===== src/rtl/gpio_in_debouncer.sv =====
// rtl/gpio_in_debouncer.sv - per-bit synchroniser, debouncer, edge pulses and sticky change flags
module gpio_in_debouncer #(
    parameter int WIDTH         = 8,
    parameter int STABLE_CYCLES = 500000,
    parameter int CNT_W         = $clog2(STABLE_CYCLES + 1)
) (
    input  logic             clk_i,
    input  logic             rst_i,
    input  logic [WIDTH-1:0] raw_i,
    output logic [WIDTH-1:0] sw_o,
    output logic [WIDTH-1:0] rise_o,
    output logic [WIDTH-1:0] fall_o,
    output logic [WIDTH-1:0] evt_o,
    input  logic [WIDTH-1:0] evt_clr_i
);

    // The counter saturates here and the level update fires instead of wrapping.
    localparam logic [CNT_W-1:0] CNT_MAX = CNT_W'(STABLE_CYCLES - 1);

    logic [WIDTH-1:0] sync1_q, sync1_d;
    logic [WIDTH-1:0] sync2_q, sync2_d;
    logic [WIDTH-1:0] sw_q, sw_d;
    logic [WIDTH-1:0] rise_q, rise_d;
    logic [WIDTH-1:0] fall_q, fall_d;
    logic [WIDTH-1:0] evt_q, evt_d;
    logic [CNT_W-1:0] cnt_q [WIDTH];
    logic [CNT_W-1:0] cnt_d [WIDTH];

    always_comb begin
        sync1_d = raw_i;
        sync2_d = sync1_q;
        sw_d    = sw_q;
        rise_d  = '0;
        fall_d  = '0;
        evt_d   = evt_q & ~evt_clr_i;
        for (int i = 0; i < WIDTH; i++) begin
            cnt_d[i] = '0;
            if (sync2_q[i] != sw_q[i]) begin
                if (cnt_q[i] == CNT_MAX) begin
                    sw_d[i]   = sync2_q[i];
                    rise_d[i] = sync2_q[i];
                    fall_d[i] = ~sync2_q[i];
                    // A new change outranks a clear arriving on the same edge.
                    evt_d[i]  = 1'b1;
                end else begin
                    cnt_d[i] = cnt_q[i] + CNT_W'(1);
                end
            end
        end
    end

    always_ff @(posedge clk_i) begin
        if (rst_i) begin
            sync1_q <= '0;
            sync2_q <= '0;
            sw_q    <= '0;
            rise_q  <= '0;
            fall_q  <= '0;
            evt_q   <= '0;
            for (int i = 0; i < WIDTH; i++) begin
                cnt_q[i] <= '0;
            end
        end else begin
            sync1_q <= sync1_d;
            sync2_q <= sync2_d;
            sw_q    <= sw_d;
            rise_q  <= rise_d;
            fall_q  <= fall_d;
            evt_q   <= evt_d;
            for (int i = 0; i < WIDTH; i++) begin
                cnt_q[i] <= cnt_d[i];
            end
        end
    end

    assign sw_o   = sw_q;
    assign rise_o = rise_q;
    assign fall_o = fall_q;
    assign evt_o  = evt_q;

endmodule


===== config.mk =====
export PLATFORM = sky130hd
export DESIGN_NAME = gpio_in_debouncer
export DESIGN_NICKNAME = d
export VERILOG_FILES = /design/src/rtl/gpio_in_debouncer.sv
export SDC_FILE = /design/constraint.sdc
export NUM_CORES = 1
export LEC_CHECK = 0
export CAP_MARGIN = 10
export CELL_PAD_IN_SITES_DETAIL_PLACEMENT = 0
export CELL_PAD_IN_SITES_GLOBAL_PLACEMENT = 1
export CORE_UTILIZATION = 45
export CTS_BUF_LIST = sky130_fd_sc_hd__clkbuf_2
export CTS_CLUSTER_DIAMETER = 150
export CTS_CLUSTER_SIZE = 24
export DETAILED_ROUTE_END_ITERATION = 16
export PLACE_DENSITY_LB_ADDON = 0.1
export SLEW_MARGIN = 20
export SYNTH_ARGS = -nofsm -noshare
export SYNTH_HDL_FRONTEND = slang
export SYNTH_SLANG_ARGS = --single-unit

===== constraint.sdc =====
create_clock -name clk_i -period 5.4 [get_ports clk_i]
set_clock_uncertainty 0.15 [all_clocks]
set_input_delay 1.35 -clock clk_i [delete_from_list [all_inputs] [get_ports clk_i]]
set_output_delay 1.35 -clock clk_i [all_outputs]
set_load 0.03 [all_outputs]

==> impl_metrics.py <==
metrics = {
    "power_and_ir_drop": {
        "leakage_nw": 2.818,
        "power_w": 0.002362,
        "powerDensity_mw_per_mm2": 251.1,
        "vdd_drop_max_v": 0.0001650,
    },
    "timing": {
        "final.period_utilization_pct": 63.04,
        "setup_tns_ns": 0,
        "slew_violations": 0,
        "period_needed_ns": 3.404,
        "setup-violations-final": 0,
        "relSlewSlack_pct": 51.18,
        "rsz0062_at_grt": "no",
        "hold_viol_final": 0,
        "fmax_mhz": 293.7,
        "worst_pin_slew_ns": 0.7322,
    },
    "critical_path": {
        "end_kind": "output pin",
        "required_ns": 3.90,
        "crit_family": "buffers and inverters",
        "worstPathArrival_ns": 1.90,
        "reg2reg_slack_ns": 3.01,
        "crit_buf_inv": 1,
        "path_cells": "clkdlybuf4s50_1",
        "critPathKind": "flip-flop to output pin",
        "r2r_end": "cnt_q[0][5]",
        "rr_worst_depth": 4,
        "slowest_delay_ns": 0.71,
        "r2r-start": "cnt_q[0][8]",
        "start_kind": "flip-flop",
        "crit_fanout": 3,
        "cp_slowest_cell": "clkdlybuf4s50_1",
    },
    "floorplanning": {
        "core_area_sq_mm": 0.01815,
        "die_w_um": 138.8,
        "start_util_pct": 46.38,
        "dieArea_sq_mm": 0.01925,
        "dieHeight_um": 138.8,
        "placementRows": 49,
        "io_pins": 50,
    },
    "synthesis": {
        "async_flop_share_pct": 0,
        "synth-seq-area-share_pct": 47.57,
        "synthAdderAreaFrac_pct": 1.189,
        "synth_cells": 943,
        "synth_top_family_by_area": "simple AND/OR/NAND/NOR gates",
        "synthMuxAreaShare_pct": 0,
        "synthFlopType": "dfxtp_1",
        "ys_seq_elements": 200,
        "synth_xor_area_share_pct": 10.51,
        "avgSynthCellArea_sq_um": 8.926,
        "synth_simple_gate_area_share_pct": 30.09,
        "synth_edf_count": 0,
        "syn_area_sq_mm": 0.008417,
        "synth_compound_area_share_pct": 8.087,
        "syn_nets": 969,
        "yosysWarnings": 0,
        "synth_cell_type_count": 49,
    },
    "cells_and_area": {
        "fill_cells": 1774,
        "num-nets-final": 1014,
        "layout-drive-gt1-share_pct": 5.100,
        "syn2layout_area_growth_pct": 11.71,
    },
    "hold_path": {
        "hp-class": "flip-flop to flip-flop",
        "hold_start": "sync1_q[0]",
        "min_to": "sync2_q[0]",
        "min_path_cells": 1,
    },
    "drt": {
        "drtIter0Drc": 276,
        "vias": 6515,
        "first_pass_iters": 10,
        "drcViolationCount": 1,
        "wl_per_cell_um": 12.75,
        "routed_wl_um": 15680,
        "ant_nets": 0,
        "vias_per_cell": 5.297,
    },
    "outcome": {
        "outcome": "finished with violations",
        "violations": "design-rule violations",
    },
    "placement": {
        "routabilityCongestion": 0.7304,
        "hpwl_um": 10720,
        "io_buffer_count": 49,
    },
    "clocking": {
        "htree_levels": 4,
        "cts_resized": 0,
        "cts_sinks": 200,
        "post_cts_buffers": 0,
        "cts_max_path_buffers": 2,
        "cts_root_buf": "clkbuf_2",
        "cts_tree": "yes",
        "cts_buffers": 17,
        "clkSlewWorstSetupHoldPaths_ns": 0.25,
        "insertion_delay_ns": 0.73,
        "holdBufCountCts": 0,
    },
    "global_route": {
        "antenna_found_initial": 1,
        "grt_pass1_wl_um": 27570,
        "grtUsageTotal_pct": 16.99,
        "overflow": 0,
        "grt_pass1_vias": 5921,
        "grt_max_degree": 31,
    },
    "run": {
        "maxCapViolations": 0,
    },
}
==> final cells by class <==
type | instances | area, sq um | area share, %
multi-input combinational | 689 | 4202 | 44.68
timing repair buffer | 53 | 515.5 | 5.482
clock buffer | 17 | 85.08 | 0.9049
antenna | 1 | 2.502 | 0.02661
sequential | 200 | 4004 | 42.58
inverter | 27 | 101.3 | 1.078
tap | 229 | 286.5 | 3.047
clock inverter | 14 | 206.4 | 2.196
==> routing by layer <==
metal	GRT usage, %	up-vias	part of all wire [%]
met2	26.71	65	44
met3	4.040	11	3.2
met1	23.50	3017	52
met4	4.035	0	0.85
li1	-	3422	-
met5	0	-	0
==> state kept, by name (all words and copies together), names as in the netlist <==
signal	flops
sync1_q	8
rise_o	8
cnt_q	152
sync2_q	8
evt_o	8
fall_o	8
sw_o	8
==> worst max path at each step <==
stage             from           end  slack, ns  depth (start not counted)
5_1_grt        sw_o[3]       sw_o[3]       1.86                          1
3_5_place_dp     rst_i  cnt_q[1][31]       2.44                          5
3_3_place_gp     rst_i  cnt_q[1][27]       2.48                          5
2_1_floorplan    rst_i  cnt_q[0][64]       2.85                          5
4_1_cts        sw_o[3]       sw_o[3]       1.88                          1
6_report       sw_o[3]       sw_o[3]       2.00                          1
==> metrics by stage <==
step	instance area, sq um	instances	hold slack (ns)	utilization (%)	setup WS [ns]
after CTS	9400	1229	0.3169	51.80	1.881
after global routing	9403	1230	0.3235	51.81	1.856
after global placement	9105	1198	0.2698	50.17	2.483
final	9403	1230	0.3135	51.81	1.996
after detailed placement	9109	1198	0.2777	50.19	2.441
after floorplan	8417	943	0.2638	-	2.853
==> report_power, final <==
group	internal (W)	total [W]	leakage, nW	switching [W]
clock	0.000344	0.000827	0.167	0.000483
combinational	0.0000196	0.0000411	1.04	0.0000215
sequential	0.00149	0.00149	1.61	0.00000497
total	0.00185	0.00236	2.82	0.000510
==> synth_stat cells (3+ instances only) <==
library cell	instances	share of area (%)
or3_1	40	3.0
ha_1	8	1.2
and4_1	18	1.9
a21oi_1	50	3.0
nand3_1	58	3.4
inv_1	27	1.2
o31ai_1	15	1.3
clkbuf_1	21	0.94
or2_2	4	0.30
nand2_1	52	2.3
xor2_1	57	5.9
nor2_1	124	5.5
nand2b_1	11	0.82
nor4b_1	12	1.2
o21ai_0	36	2.1
xnor2_1	44	4.6
nand4_1	34	2.5
or4bb_1	3	0.40
and2_1	8	0.59
dfxtp_1	200	48
nor3_1	20	1.2
nor2b_1	19	1.4
and3_1	8	0.59
or4_1	22	2.0
nor4_1	17	1.3
buf_2	4	0.24
==> cell usage in the layout (no fill, tap or decap), types with 3 or more instances in the layout <==
| cell type | n |
|---|---|
| a21oi_1 | 50 |
| and2_1 | 8 |
| and3_1 | 8 |
| and4_1 | 18 |
| buf_4 | 4 |
| bufinv_16 | 5 |
| clkbuf_2 | 17 |
| clkdlybuf4s50_1 | 48 |
| clkinv_2 | 4 |
| dfxtp_1 | 200 |
| ha_1 | 8 |
| inv_1 | 27 |
| nand2_1 | 52 |
| nand2b_1 | 11 |
| nand3_1 | 58 |
| nand4_1 | 34 |
| nor2_1 | 124 |
| nor2b_1 | 19 |
| nor3_1 | 20 |
| nor4_1 | 17 |
| nor4b_1 | 12 |
| o21ai_0 | 36 |
| o21ai_2 | 3 |
| o31ai_1 | 15 |
| or2_2 | 4 |
| or3_1 | 40 |
| or4_1 | 22 |
| or4bb_1 | 3 |
| xnor2_1 | 44 |
| xor2_1 | 57 |
==> logic make-up (layout without fill, tap and decap cells) <==
group | Yosys count | count (layout)
AO/OA/AOI/OAI | 117 | 117
XOR/XNOR | 101 | 101
adder cells (fa/ha/maj) | 8 | 8
buffers and inverters | 54 | 111
flip-flops | 200 | 200
other | 0 | 1
AND/OR/NAND/NOR | 463 | 463
Note: power is estimated with default switching activity, not from simulation.
